===== src/rtl/control_turnos.sv =====
// rtl/control_turnos.sv - red/yellow turn controller with per-turn countdown and move counter
// Optional PAUSA_EN macro adds a `pausa` input that freezes the running turn.
module control_turnos #(
  parameter int CLK_HZ    = 50_000_000,
  parameter int TURNO_SEG = 10,
  parameter int MAX_JUG   = 42,
  localparam int W        = $clog2(TURNO_SEG + 1),
  localparam int PW       = (CLK_HZ > 1) ? $clog2(CLK_HZ) : 1
) (
  input  logic         clk,
  input  logic         reset,
  input  logic         listo,
  input  logic         jugador_inicial,
  input  logic         jugada_valida,
  input  logic         fin_juego,
`ifdef PAUSA_EN
  input  logic         pausa,
`endif
  output logic         jugador_actual,
  output logic         turno_activo,
  output logic [W-1:0] tiempo_restante,
  output logic         solicitar_auto,
  output logic         timeout,
  output logic [5:0]   num_jugadas,
  output logic         tablero_lleno
);

  typedef enum logic [2:0] {
    ESPERA = 3'd0,
    TURNO  = 3'd1,
    AUTO   = 3'd2,
    CAMBIO = 3'd3,
    FIN    = 3'd4
  } estado_t;

  localparam logic [PW-1:0] PRE_MAX = PW'(CLK_HZ - 1);
  localparam logic [W-1:0]  SEG     = W'(TURNO_SEG);
  localparam logic [5:0]    JUG_MAX = 6'(MAX_JUG);

  estado_t       state_q, state_d;
  logic          jug_q, jug_d;
  logic [W-1:0]  tiempo_q, tiempo_d;
  logic [PW-1:0] pre_q, pre_d;
  logic [5:0]    num_q, num_d;
  logic          timeout_q, timeout_d;
  logic          tick;
  logic          pausado;

`ifdef PAUSA_EN
  assign pausado = pausa;
`else
  assign pausado = 1'b0;
`endif

  assign tick = (pre_q == PRE_MAX);

  always_ff @(posedge clk or negedge reset) begin
    if (!reset) begin
      state_q   <= ESPERA;
      jug_q     <= 1'b0;
      tiempo_q  <= SEG;
      pre_q     <= '0;
      num_q     <= '0;
      timeout_q <= 1'b0;
    end else begin
      state_q   <= state_d;
      jug_q     <= jug_d;
      tiempo_q  <= tiempo_d;
      pre_q     <= pre_d;
      num_q     <= num_d;
      timeout_q <= timeout_d;
    end
  end

  always_comb begin
    state_d   = state_q;
    jug_d     = jug_q;
    tiempo_d  = tiempo_q;
    pre_d     = pre_q;
    num_d     = num_q;
    timeout_d = 1'b0;
    case (state_q)
      ESPERA: begin
        if (listo) begin
          state_d  = TURNO;
          jug_d    = jugador_inicial;
          tiempo_d = SEG;
          pre_d    = '0;
        end
      end
      TURNO: begin
        // End of game dominates; the edge that enters FIN leaves every counter as is.
        if (fin_juego) begin
          state_d = FIN;
        end else if (!pausado) begin
          pre_d = tick ? '0 : pre_q + PW'(1);
          if (tick) tiempo_d = tiempo_q - W'(1);
          if (jugada_valida) begin
            state_d = CAMBIO;
          end else if (tick && tiempo_q == W'(1)) begin
            state_d   = AUTO;
            timeout_d = 1'b1;
          end
        end
      end
      AUTO: begin
        if (fin_juego)          state_d = FIN;
        else if (jugada_valida) state_d = CAMBIO;
      end
      CAMBIO: begin
        if (fin_juego) begin
          state_d = FIN;
        end else begin
          state_d  = TURNO;
          jug_d    = ~jug_q;
          tiempo_d = SEG;
          pre_d    = '0;
          num_d    = (num_q == JUG_MAX) ? num_q : num_q + 6'd1;
        end
      end
      FIN: begin
        state_d = FIN;
      end
      default: begin
        state_d = ESPERA;
      end
    endcase
  end

  assign jugador_actual  = jug_q;
  assign turno_activo    = (state_q == TURNO) || (state_q == AUTO);
  assign solicitar_auto  = (state_q == AUTO);
  assign tiempo_restante = tiempo_q;
  assign timeout         = timeout_q;
  assign num_jugadas     = num_q;
  assign tablero_lleno   = (num_q == JUG_MAX);

endmodule


===== config.mk =====
export PLATFORM = sky130hd
export DESIGN_NAME = control_turnos
export DESIGN_NICKNAME = d
export VERILOG_FILES = /design/src/rtl/control_turnos.sv
export SDC_FILE = /design/constraint.sdc
export NUM_CORES = 1
export LEC_CHECK = 0
export ABC_AREA = 0
export BUFFER_PORTS_ARGS = -buffer_cell sky130_fd_sc_hd__buf_4
export CORE_UTILIZATION = 40
export DETAILED_ROUTE_END_ITERATION = 8
export GPL_TIMING_DRIVEN = 0
export MAX_ROUTING_LAYER = met4
export PLACE_DENSITY = 0.62
export SLEW_MARGIN = 25
export SYNTH_ARGS = -nofsm -noshare
export SYNTH_HDL_FRONTEND = slang
export SYNTH_SLANG_ARGS = --single-unit
export TNS_END_PERCENT = 5

===== constraint.sdc =====
create_clock -name clk -period 3.55 [get_ports clk]
set_input_delay 0.71 -clock clk [delete_from_list [all_inputs] [get_ports clk]]
set_output_delay 0.71 -clock clk [all_outputs]
set_load 0.005 [all_outputs]

# Yosys cells after proc, flatten, opt, wreduce, memory -nomap -nowiden
# Cells that the tools add are included.
[classes]
div_mod_pow = 0
eq_ne = 13
n_reduce_logical = 10
add_sub_neg = 3
magnitude_cmp = 0
n_bitwise = 3
n_mux = 25
shifts = 0
mul = 0
[op_table]
columns = ["operator", "n"]
rows = [
  ["2-to-1 mux 26 bit", 4],
  ["one-hot mux 26 bit (3 select lines)", 1],
  ["adder 26 x 1 -> 26 bit, second input constant", 1],
  ["equality test 26 bit, second input constant", 1],
  ["2-to-1 mux 3 bit", 7],
  ["2-to-1 mux 4 bit", 4],
  ["one-hot mux 3 bit (5 select lines)", 1],
  ["one-hot mux 4 bit (3 select lines)", 1],
  ["AND reduction 3 bit", 3],
  ["!= test 2 bit, second input constant", 4],
  ["adder 6 x 1 -> 6 bit, second input constant", 1],
  ["equality test 3 x 2 -> 1 bit, second input constant", 2],
  ["equality test 6 bit, second input constant", 1],
  ["2-to-1 mux 1 bit", 6],
  ["AND reduction 5 bit", 1],
  ["equality test 4 x 1 -> 1 bit, second input constant", 1],
  ["!= test 4 bit, second input constant", 1],
  ["AND reduction 4 bit", 1],
  ["subtractor 4 x 1 -> 4 bit, second input constant", 1],
  ["equality test 3 x 1 -> 1 bit, second input constant", 1],
  ["equality test 3 bit, second input constant", 1],
  ["zero test 3 bit", 1],
  ["!= test 3 bit, second input constant", 1],
  ["inverter 1 bit", 3],
  ["other kinds (5)", 5],
]
[word_totals]
ff_bits = 41
latch_bits = 0
ramBits = 0
mem_count = 0
wordCells = 60
mem_bits_ro = 0

# Depth between registers and ports, before layout
# Gate-level depths: netlist (run 1).
[logic_depth]
depth_word = 6
mapped_depth = 7

# Worst setup path before layout (run 1)
# Ideal clock, no wire load.
[synth_path]
path_type = "input port to flip-flop"
from = "input listo"
to = "register pre_q[21]"
setup_ns = 0.080
path_stages = 6
arrival_ns = 2.232
path_slack_ns = 1.238
cell_sequence = "or3b_1 -> buf_6 -> a2111oi_4 -> nand4_1 -> mux2_2 -> nor3_2"
[synth_via]
elab_chain_cells = 2
[synth_rtl]
columns = ["item", "line", "text"]
rows = [
  ["start: declaration", "12", "input logic listo,"],
  ["!= test 2 bit (no source line)", "--", ""],
  ["AND reduction 4 bit (no source line)", "--", ""],
  ["end signal: assignment", "69", "pre_q <= pre_d;"],
  ["end: declaration", "43", "logic [PW-1:0] pre_q, pre_d;"],
]
# Every way passes these cells.
# A chain may end at the register's enable or synchronous reset.

# Worst setup path after layout (run 1)
[layout_path]
from = "register pre_q[0]"
to = "register pre_q[0]"
[layout_via]
elab_chain_cells = 4
[layout_rtl]
columns = ["item", "line", "text"]
rows = [
  ["adder 26 x 1 -> 26 bit / equality test 26 bit (equally long branches)", "96, 55", ""],
  ["2-to-1 mux 26 bit (*)", "96", "pre_d = tick ? '0 : pre_q + PW'(1);"],
  ["2-to-1 mux 26 bit (*)", "93", "if (fin_juego) begin"],
  ["one-hot mux 26 bit (3 select lines) (*)", "82", "case (state_q)"],
]
# Every way passes the cells marked *; elsewhere a longest branch is shown, timed or not. The select of a mux whose other input is x is not followed.

==> results of run 1 <==
[sequential cells by signal, indices dropped and copies added (netlist names)]
signal / cells
num_jugadas: 6
jugador_actual: 1
tiempo_restante: 4
pre_q: 26
timeout: 1
state_q: 3
[per-stage QoR]
step                      std cells  utilization [%]  cell area, um^2  worst slack, ps
final                           341            48.31             2660             1133
after global placement          333            46.08             2537             1018
after detailed placement        333            46.19             2544             1019
after CTS                       341            48.31             2660             1123
after global routing            341            48.31             2660            975.8
after floorplan                 241                -             2297             1238
[layout make-up]
class	count	area (um^2)	share of cell area (%)
clock inverters	1	30.03	1.129
inverters	13	48.80	1.834
plain buffers	7	47.55	1.787
flip-flops and latches	41	1028	38.66
clock buffers	7	86.33	3.246
repair buffers	20	150.1	5.644
multi-input cells	180	1179	44.31
well taps	72	90.09	3.387
[synthesized netlist by cell type (2+ instances only)]
cell / n
sky130_fd_sc_hd__a2111oi_4: 2
sky130_fd_sc_hd__a211oi_1: 2
sky130_fd_sc_hd__a21oi_1: 10
sky130_fd_sc_hd__a22o_1: 2
sky130_fd_sc_hd__a31oi_1: 2
sky130_fd_sc_hd__and3_1: 3
sky130_fd_sc_hd__and4_1: 2
sky130_fd_sc_hd__buf_2: 2
sky130_fd_sc_hd__buf_6: 2
sky130_fd_sc_hd__clkbuf_1: 2
sky130_fd_sc_hd__dfrtp_1: 39
sky130_fd_sc_hd__dfstp_2: 2
sky130_fd_sc_hd__ha_1: 5
sky130_fd_sc_hd__inv_1: 13
sky130_fd_sc_hd__mux2_2: 2
sky130_fd_sc_hd__mux2i_1: 6
sky130_fd_sc_hd__nand2_1: 17
sky130_fd_sc_hd__nand2b_1: 2
sky130_fd_sc_hd__nand3_1: 11
sky130_fd_sc_hd__nand4_1: 13
sky130_fd_sc_hd__nand4b_1: 3
sky130_fd_sc_hd__nor2_1: 32
sky130_fd_sc_hd__nor2b_1: 2
sky130_fd_sc_hd__nor3_1: 9
sky130_fd_sc_hd__nor4_1: 4
sky130_fd_sc_hd__o211ai_1: 2
sky130_fd_sc_hd__o21ai_0: 12
sky130_fd_sc_hd__o2bb2ai_1: 2
sky130_fd_sc_hd__or3_1: 3
sky130_fd_sc_hd__xnor2_1: 7
sky130_fd_sc_hd__xor2_1: 10
[how the worst max path moves through the flow]
stage	startpoint	end	slack [ps]
2_1_floorplan	listo	pre_q[21]$_DFFE_PN0P_	1240
3_3_place_gp	listo	pre_q[21]$_DFFE_PN0P_	1020
3_5_place_dp	listo	pre_q[21]$_DFFE_PN0P_	1020
4_1_cts	pre_q[0]$_DFFE_PN0P_	pre_q[0]$_DFFE_PN0P_	1120
5_1_grt	pre_q[0]$_DFFE_PN0P_	pre_q[0]$_DFFE_PN0P_	980
6_report	pre_q[0]$_DFFE_PN0P_	pre_q[0]$_DFFE_PN0P_	1130
[critical path, cell delays in order (launching register included)]
cell,delay [ps]
sky130_fd_sc_hd__dfrtp_1,410
sky130_fd_sc_hd__ha_1,310
sky130_fd_sc_hd__nand4_1,130
sky130_fd_sc_hd__or4_4,470
sky130_fd_sc_hd__o31ai_2,490
sky130_fd_sc_hd__nor2_1,190
sky130_fd_sc_hd__mux2_2,300
[cell families (layout without fill, tap and decap cells)]
kind of cell,count (synthesis),in the layout,synth area share [%]
compound gates,43,43,14.27
xor+xnor,17,17,6.481
fa+ha+maj,5,5,2.723
buf+inv,20,48,4.194
flops,41,41,44.77
mux,8,8,3.595
simple gates,107,107,23.97
[power breakdown]
group | internal (uW) | switching, uW
clock network | 229 | 159
registers | 509 | 48.3
logic | 154 | 246
total | 892 | 454
[routing by layer]
metal | global-route usage (%) | share of wire [%]
met5 | - | 0
met4 | 5.660 | 0.74
met3 | 3.529 | 3.5
met2 | 25.75 | 47
met1 | 24.52 | 49
==> results.py, run 1 <==
metrics = {
    "status": {
        "run_status": "complete, no violations",
    },
    "layout": {
        "final_nets": 279,
        "num-fill-cells": 544,
        "diode_insertion_count_for_antenna_repair": 0,
        "layout-drive-gt1-share_pct": 15.99,
        "layout_common_cells": "39 x sky130_fd_sc_hd__dfrtp_1, 32 x sky130_fd_sc_hd__nor2_1, 21 x sky130_fd_sc_hd__buf_4",
        "syn2layout_area_growth_pct": 15.80,
        "layout.cells.most_common": "sky130_fd_sc_hd__dfrtp_1",
    },
    "clock_network": {
        "cts_tree": "built",
        "h-tree-depth": 2,
        "cts_root_buf": "sky130_fd_sc_hd__clkbuf_8",
        "clk_transition_reported_paths_ps": 80,
        "clock_buffer_count_from_cts": 5,
        "cts.repair_timing.setup_buffer_count": 0,
        "post_cts_resized": 0,
        "cts-root-to-sink-buffers": 2,
        "clock_sinks": 41,
        "postCtsHoldBufs": 0,
        "insertion_delay_ps": 290,
    },
    "detailed_routing": {
        "drcViolationCount": 0,
        "detail_route.wl_per_cell_um": 13.79,
        "detailedRoute.firstPassIterationCount": 4,
        "vias_per_cell": 5.484,
        "detail_route.iter0.violations": 93,
        "drt.antenna.violating_nets": 0,
        "via_count": 1870,
        "route.final.wire_length_um": 4701,
    },
    "global_route": {
        "maximum_number_of_pins_on_one_net_before_global_route_repair": 42,
        "grt_antenna_before_repair": 0,
        "grt_usage_pct": 17.66,
        "grt_overflow_total": 0,
        "grt_first_pass_wirelength_um": 8169,
        "first_global_vias": 1678,
    },
    "synthesis": {
        "synth.avg_cell_area_um2": 9.532,
        "postSynthRegisterBits": 41,
        "yosys.area.top_type_share_pct": 42.48,
        "yosys-top-cells-area": "sky130_fd_sc_hd__dfrtp_1 42%, sky130_fd_sc_hd__nor2_1 5.2%, sky130_fd_sc_hd__xor2_1 3.8%",
        "synth.yosys.warnings": 0,
        "yosys.cell_types.count": 47,
        "ys_seq_area_share_pct": 44.77,
        "synth.largest_area_cell": "sky130_fd_sc_hd__dfrtp_1",
        "syn_inst": 241,
        "synth_area_um2": 2297,
        "synth_enable_flop_cells": 0,
        "synthArstFlopShare_pct": 100.0,
        "synthesis.nets": 252,
        "yosys_most_used_dff": "sky130_fd_sc_hd__dfrtp_1",
    },
    "critical_path": {
        "critical_path_type": "register to register",
        "worst-path-max-fanout": 7,
        "critical_r2r_launch": "pre_q[0]$_DFFE_PN0P_",
        "worstPathRequired_ps": 3730,
        "sort_of_element_at_the_start_of_the_critical_path": "register",
        "rrSetupSlack_ps": 1130,
        "crit_path_end_kind": "register",
        "rr_worst_depth": 6,
        "crit_arrival_ps": 2600,
        "worst_r2r_endpoint": "pre_q[0]$_DFFE_PN0P_",
    },
    "flow_run": {
        "maxCapViolations": 0,
    },
    "die": {
        "die-area_um2": 6050,
        "coreArea_um2": 5507,
        "die-width_um": 77.78,
        "num_rows": 27,
        "die_h_um": 77.78,
        "floorplan.io_pins": 21,
        "initial_utilization_pct": 41.72,
    },
    "timing": {
        "min_period_over_period_pct": 68.08,
        "maxSlewViolCount": 0,
        "finalClockSkew_ps": 7.925,
        "whs_ps": 397.3,
        "max_slew_margin_pct": 56.30,
        "final-hold-violation-count": 0,
        "setup_viol": 0,
        "final.min_clock_period_ps": 2417,
        "max_clock_freq_mhz": 413.8,
        "fin_setup_tns_ps": 0,
        "tightest_slew_ps": 650.1,
        "unrepaired_setup_endpoints_after_global_routing": "no",
    },
    "placed_design": {
        "hpwlAfterDp_um": 3370,
        "gpl.final_weighted_congestion": 0.7831,
        "port-buffer-count": 20,
    },
    "min_path": {
        "worst_hold_path_type": "input pin to asynchronous set/reset pin",
    },
    "pwr": {
        "ir_drop_mv": 0.3133,
        "leakage_power_figure_uw": 0.001127,
        "pwr_density_nw_per_um2": 506.0,
        "power.total_uw": 1346,
    },
}
No activity file was read; power rests on OpenSTA's default activity.
==> inputs of run 2 (changes only) <==
Settings changed: ABC_AREA 0 to 1, PLACE_DENSITY 0.62 to 0.64.
Clock period 3.55 ns to 2 ns, I/O delays scaled along.
==> run 2 against run 1 <==
Sequential power rose by 99%. Worst setup slack lost 920 ps. Routed wire length up 38%. Hold slack lost 320 ps. Sequential share of layout area shrank 5.2 points. Utilization down 0.48 points. Total power rose to 2.6 times the previous value. Clock power up 86%. Critical path depth up 5. Sequential cell count unchanged. Die area rose by 17%. Via count rose by 33%. Critical path type unchanged. Critical endpoint is now pre_q[3]$_DFFE_PN0P_. Highest routed layer unchanged.
==> results.py, run 2 <==
metrics = {
    "critical_path": {
        "cpPeakStageDelay_ps": 430,
        "worst-path-max-fanout": 10,
        "cp.buffers_inverters": 2,
        "critical_path_type": "register to register",
        "crit_path_end_kind": "register",
        "crit_arrival_ps": 1990,
        "worstPathRequired_ps": 2200,
        "sort_of_element_at_the_start_of_the_critical_path": "register",
        "timing.critical_path.cells": "ha_1 > inv_1 > nor2_4 > nand2_1 > nor2_2 > nand2_2 > nand2_2 > nand2_4 > buf_6 > nand2_1 > nor2_1",
        "critPathSlowestCell": "sky130_fd_sc_hd__dfrtp_1",
        "cp_top_family": "simple AND/OR/NAND/NOR gates",
    },
    "synthesis": {
        "synth.yosys.warnings": 0,
        "netlist_top_cells_count": "110 x sky130_fd_sc_hd__nand2_1, 65 x sky130_fd_sc_hd__nor2_1, 43 x sky130_fd_sc_hd__inv_1",
        "synth.avg_cell_area_um2": 6.954,
        "synth_area_um2": 2705,
        "ys_seq_area_share_pct": 38.02,
        "synth.largest_area_cell": "sky130_fd_sc_hd__dfrtp_1",
        "synth_enable_flop_cells": 0,
        "yosys_most_used_dff": "sky130_fd_sc_hd__dfrtp_1",
        "synthesis.nets": 400,
        "post-synth-top-count-cell": "sky130_fd_sc_hd__nand2_1",
        "yosys.area.top_type_share_pct": 36.08,
        "syn_inst": 389,
        "yosys-top-cells-area": "sky130_fd_sc_hd__dfrtp_1 36%, sky130_fd_sc_hd__nand2_1 15%, sky130_fd_sc_hd__nor2_1 9.0%",
        "synthArstFlopShare_pct": 100.0,
        "postSynthRegisterBits": 41,
        "yosys.cell_types.count": 31,
    },
    "pwr": {
        "power.internal_uw": 1965,
        "p_sw_uw": 1471,
        "ir_drop_mv": 0.6613,
        "power.sequential.fraction_pct": 32.3,
        "sw_ratio_pct": 42.81,
        "pwr_density_nw_per_um2": 1118,
        "pwr-share-clk_pct": 21.1,
        "leakage_power_figure_uw": 0.001436,
        "share_comb_of_total_power_pct": 46.5,
    },
    "global_route": {
        "grt_first_pass_wirelength_um": 10840,
        "first_global_vias": 2214,
        "grt_overflow_total": 0,
        "grt_antenna_before_repair": 0,
        "maximum_number_of_pins_on_one_net_before_global_route_repair": 42,
        "grt_usage_pct": 19.95,
    },
    "clock_network": {
        "postCtsHoldBufs": 0,
        "cts_root_buf": "sky130_fd_sc_hd__clkbuf_8",
        "clock_sinks": 41,
        "clock_buffer_count_from_cts": 5,
        "h-tree-depth": 2,
        "cts-root-to-sink-buffers": 2,
        "clk_transition_reported_paths_ps": 90,
        "cts.repair_timing.setup_buffer_count": 0,
        "insertion_delay_ps": 300,
        "post_cts_resized": 0,
        "cts_tree": "built",
    },
    "status": {
        "run_status": "complete, no violations",
    },
    "min_path": {
        "worst_hold_path_type": "input pin to asynchronous set/reset pin",
    },
    "layout": {
        "syn2layout_area_growth_pct": 13.55,
        "largest_register_ff_count": 26,
        "final_nets": 427,
        "layout-drive-gt1-share_pct": 14.63,
        "layout_common_cells": "110 x sky130_fd_sc_hd__nand2_1, 65 x sky130_fd_sc_hd__nor2_1, 43 x sky130_fd_sc_hd__inv_1",
        "num-fill-cells": 671,
        "registers.top_by_ff_count": "pre_q",
        "layout.cells.most_common": "sky130_fd_sc_hd__nand2_1",
        "instances_no_fill": 494,
        "diode_insertion_count_for_antenna_repair": 0,
    },
    "die": {
        "coreArea_um2": 6422,
        "die-area_um2": 7096,
        "floorplan.io_pins": 21,
        "die_h_um": 84.24,
        "num_rows": 29,
        "initial_utilization_pct": 42.12,
        "die-width_um": 84.24,
    },
    "timing": {
        "max_slew_margin_pct": 61.53,
        "final-hold-violation-count": 0,
        "unrepaired_setup_endpoints_after_global_routing": "no",
        "tightest_slew_ps": 575.7,
        "fin_setup_tns_ps": 0,
        "max_clock_freq_mhz": 558.5,
        "finalClockSkew_ps": 6.665,
        "setup_viol": 0,
        "final.min_clock_period_ps": 1790,
        "maxSlewViolCount": 0,
        "min_period_over_period_pct": 89.52,
    },
    "detailed_routing": {
        "route.final.wire_length_um": 6504,
        "detailedRoute.firstPassIterationCount": 4,
        "detail_route.wl_per_cell_um": 13.17,
        "via_count": 2495,
        "detail_route.iter0.violations": 125,
        "drcViolationCount": 0,
        "vias_per_cell": 5.051,
        "drt.antenna.violating_nets": 0,
    },
    "placed_design": {
        "placed_cells_incl_taps": 486,
        "port-buffer-count": 20,
        "hpwlAfterDp_um": 4868,
        "gpl.final_weighted_congestion": 0.9014,
    },
    "flow_run": {
        "maxCapViolations": 0,
    },
}
run 2: worst paths after layout:
check | start | to | slack (ps) | cells past startpoint
worst max-delay path | pre_q[0]$_DFFE_PN0P_ | pre_q[3]$_DFFE_PN0P_ | 210 | 11
worst min-delay path | reset | pre_q[24]$_DFFE_PN0P_ | 80 | 1
worst max register to register | pre_q[0]$_DFFE_PN0P_ | pre_q[3]$_DFFE_PN0P_ | 210 | 11
worst min register to register | tiempo_restante[1]$_DFFE_PN1P_ | tiempo_restante[1]$_DFFE_PN1P_ | 490 | 2
max in group asynchronous | reset | tiempo_restante[1]$_DFFE_PN1P_ | 1540 | 1
min in group clk | fin_juego | state_q[1]$_DFFE_PN0P_ | 400 | 4
run 2: layout make-up:
cell class | count | area [um^2] | area share [%]
inverter | 46 | 172.7 | 5.621
multi-input combinational | 294 | 1436 | 46.76
clock inverter | 2 | 37.54 | 1.222
clock buffer | 6 | 82.58 | 2.688
sequential | 41 | 1028 | 33.48
timing repair buffer | 20 | 150.1 | 4.888
tap | 77 | 96.34 | 3.136
buffer | 8 | 67.56 | 2.200
run 2: logic make-up (layout without fill, tap and decap cells):
kind of cell               Yosys count  after routing  share of synthesized area [%]
AOI/OAI and AO/OA                   24             24                          5.180
muxes                                2              2                         0.8325
adders and majority gates            5              5                          2.313
and+or+nand+nor                    253            253                          41.54
xor gates and xnor gates            10             10                          3.238
DFF                                 41             41                          38.02
buffers and inverters               54             82                          8.880
run 2: metal layers:
| layer | vias up | track usage [%] | wire [um] |
|---|---|---|---|
| met3 | 6 | 3.245 | 232 |
| met2 | 37 | 29.43 | 2867 |
| li1 | 1299 | - | - |
| met4 | 0 | 5.172 | 75 |
| met5 | - | - | 0 |
| met1 | 1153 | 28.46 | 3329 |
run 2: power groups by stage:
stage	sequential, uW	combinational [uW]	clock [uW]
6_report	1110	1600	725
3_5_place_dp	1130	1600	0
5_1_grt	1140	1760	776
2_1_floorplan	1110	1090	0
4_1_cts	1110	1610	743
3_3_place_gp	1120	1590	0
run 2: per-stage QoR:
| stage | hold slack, ps | area (um^2) | total power (uW) | utilization [%] | setup WS, ps |
|---|---|---|---|---|---|
| floorplan | 104.4 | 2705 | 2200 | - | 465.9 |
| global placement | 430.2 | 2952 | 2713 | 45.96 | 237.3 |
| detailed placement | 434.0 | 2952 | 2731 | 45.96 | 219.0 |
| CTS | 101.1 | 3072 | 3461 | 47.83 | 206.0 |
| global route | 123.1 | 3072 | 3673 | 47.83 | 34.41 |
| finish | 77.63 | 3072 | 3436 | 47.83 | 209.5 |
==> inputs of run 3 (changes only) <==
Settings changed: CORE_MARGIN from default to 4.
==> run 3 against run 2 <==
Total power decreased by 1.3%. Sequential share of layout area increased by 0.055 points. Final area decreased by 0.16%. Global-route usage shrank 3.0 points. Routed wire length is 0.42% lower. Hold slack got worse by 2.1 ps. Critical path depth fell by 1. First-iteration DRC count up 18%. Critical path type unchanged. Largest power group unchanged.
==> results.py, run 3 (synthesis results as in run 2) <==
metrics = {
    "global_route": {
        "grtUsageMet3_pct": 2.254,
        "fraction_of_met1_tracks_used_by_global_routing_pct": 24.02,
        "grt_overflow_total": 0,
        "grt_usage_pct": 16.93,
        "first_global_vias": 2300,
        "use_met2_pct": 25.58,
        "grt_first_pass_wirelength_um": 11180,
        "grt-busiest-layer": "met2",
        "maximum_number_of_pins_on_one_net_before_global_route_repair": 42,
        "grt_antenna_before_repair": 0,
    },
    "critical_path": {
        "critPathSlowestCell": "sky130_fd_sc_hd__dfrtp_1",
        "crit_path_end_kind": "register",
        "critical_path_type": "register to register",
        "cpPeakStageDelay_ps": 430,
        "cp_top_family": "simple AND/OR/NAND/NOR gates",
        "timing.critical_path.cells": "ha_1 > inv_1 > nor2_4 > nand2_1 > nor2_2 > nand2_2 > nand2_2 > nand2_4 > inv_2 > nor2_1",
        "worst-path-max-fanout": 9,
        "sort_of_element_at_the_start_of_the_critical_path": "register",
        "worstPathRequired_ps": 2180,
        "critical_r2r_launch": "pre_q[0]$_DFFE_PN0P_",
        "critPathMostFrequentCell": "sky130_fd_sc_hd__nand2_2",
        "startpoint": "pre_q[0]$_DFFE_PN0P_",
        "cp.buffers_inverters": 2,
        "crit_arrival_ps": 2010,
    },
    "clock_network": {
        "clock_sinks": 41,
        "h-tree-depth": 2,
        "post_cts_resized": 0,
        "cts_tree": "built",
        "clk_transition_reported_paths_ps": 90,
        "cts-root-to-sink-buffers": 2,
        "insertion_delay_ps": 300,
        "cts_root_buf": "sky130_fd_sc_hd__clkbuf_8",
        "cts.repair_timing.setup_buffer_count": 0,
        "postCtsHoldBufs": 0,
        "clock_buffer_count_from_cts": 5,
    },
    "detailed_routing": {
        "detailedRoute.firstPassIterationCount": 6,
        "vias_per_cell": 5.061,
        "route.final.wire_length_um": 6477,
        "drcViolationCount": 0,
        "detail_route.iter0.violations": 147,
        "drt.antenna.violating_nets": 0,
        "detail_route.wl_per_cell_um": 13.11,
        "via_count": 2500,
    },
    "layout": {
        "final_nets": 427,
        "syn2layout_area_growth_pct": 13.37,
        "diode_insertion_count_for_antenna_repair": 0,
        "num-fill-cells": 689,
        "instances_no_fill": 494,
        "registers.top_by_ff_count": "pre_q",
        "largest_register_ff_count": 26,
        "multiInputGateArea_um2": 1436,
        "layout.cells.most_common": "sky130_fd_sc_hd__nand2_1",
        "sequential_cell_area_um2": 1028,
        "final_core_utilization_pct": 47.48,
        "layout_common_cells": "110 x sky130_fd_sc_hd__nand2_1, 65 x sky130_fd_sc_hd__nor2_1, 43 x sky130_fd_sc_hd__inv_1",
        "design_area_um2": 3067,
        "layout-drive-gt1-share_pct": 14.63,
    },
    "timing": {
        "fin_setup_tns_ps": 0,
        "final.min_clock_period_ps": 1825,
        "final-hold-violation-count": 0,
        "unrepaired_setup_endpoints_after_global_routing": "no",
        "max_clock_freq_mhz": 548.1,
        "tightest_slew_ps": 522.4,
        "setup_viol": 0,
        "finalClockSkew_ps": 9.756,
        "min_period_over_period_pct": 91.23,
        "max_slew_margin_pct": 65.17,
        "maxSlewViolCount": 0,
    },
    "placed_design": {
        "placed_cells_incl_taps": 486,
        "hpwlAfterDp_um": 4924,
        "port-buffer-count": 20,
        "placedInstanceArea_um2": 2952,
        "gpl.final_weighted_congestion": 0.8855,
    },
    "pwr": {
        "sw_ratio_pct": 43.00,
        "power.internal_uw": 1932,
        "leakage_power_figure_uw": 0.001433,
        "ir_drop_mv": 0.6596,
        "pwr_density_nw_per_um2": 1105,
        "share_comb_of_total_power_pct": 47.0,
        "pwr-share-clk_pct": 20.4,
        "power.sequential.fraction_pct": 32.6,
        "p_sw_uw": 1458,
    },
    "die": {
        "floorplan.io_pins": 21,
        "die-area_um2": 8142,
        "num_rows": 29,
        "die_h_um": 90.24,
        "initial_utilization_pct": 41.88,
        "coreArea_um2": 6459,
        "die-width_um": 90.24,
    },
    "min_path": {
        "worst_hold_path_type": "input pin to asynchronous set/reset pin",
    },
    "flow_run": {
        "maxCapViolations": 0,
    },
    "status": {
        "run_status": "complete, no violations",
    },
}
[run 3: changes by cell type in the layout (fill, tap and decap cells not counted)]
| cell | before | now |
|---|---|---|
| sky130_fd_sc_hd__clkbuf_8 | 6 | 5 |
| sky130_fd_sc_hd__clkinv_4 | 0 | 1 |
[run 3: layout make-up]
| cell class | count | share of cell area (%) |
|---|---|---|
| Buffer | 8 | 2.203 |
| Clock buffer | 5 | 2.244 |
| Clock inverter | 3 | 1.510 |
| Inverter | 46 | 5.630 |
| Multi-Input combinational cell | 294 | 46.84 |
| Sequential cell | 41 | 33.54 |
| Tap cell | 77 | 3.142 |
| Timing Repair Buffer | 20 | 4.896 |
[run 3: worst paths after layout]
kind / endpoint / slack, ps / cells after the start
min in group clk: state_q[2]$_DFFE_PN0P_ / 410 / 3
worst max register to register: pre_q[18]$_DFFE_PN0P_ / 180 / 10
worst max-delay path: pre_q[18]$_DFFE_PN0P_ / 180 / 10
max in group asynchronous: tiempo_restante[3]$_DFFE_PN1P_ / 1560 / 1
worst min register to register: tiempo_restante[1]$_DFFE_PN1P_ / 490 / 2
worst min-delay path: pre_q[22]$_DFFE_PN0P_ / 80 / 1
[run 3: metal layers]
| layer | routed length (um) | vias to the layer above |
|---|---|---|
| met1 | 3213 | 1170 |
| met5 | 0 | - |
| met2 | 3027 | 36 |
| met3 | 176 | 5 |
| met4 | 59 | 0 |
| li1 | - | 1289 |
[run 3: power groups by stage]
stage | Combinational, uW | Clock (uW) | Sequential (uW)
floorplan | 1090 | 0 | 1110
global placement | 1600 | 0 | 1120
detailed placement | 1610 | 0 | 1120
CTS | 1610 | 705 | 1110
global route | 1770 | 747 | 1130
finish | 1590 | 691 | 1100
[run 3: worst reg2reg max path, cell delays in order (launching register included)]
cell                      delay, ps
sky130_fd_sc_hd__dfrtp_1        430
sky130_fd_sc_hd__ha_1           220
sky130_fd_sc_hd__inv_1           90
sky130_fd_sc_hd__nor2_4         200
sky130_fd_sc_hd__nand2_1        100
sky130_fd_sc_hd__nor2_2         140
sky130_fd_sc_hd__nand2_2         90
sky130_fd_sc_hd__nand2_2        100
sky130_fd_sc_hd__nand2_4         70
sky130_fd_sc_hd__inv_2          170
sky130_fd_sc_hd__nor2_1          80
[run 3: metrics by stage]
stage | setup WS, ps | power [uW] | hold slack [ps]
floorplan | 465.9 | 2200 | 104.4
global placement | 233.9 | 2719 | 422.3
detailed placement | 222.4 | 2728 | 422.4
CTS | 178.2 | 3420 | 102.7
global route | 30.63 | 3644 | 129.0
finish | 175.5 | 3390 | 75.53
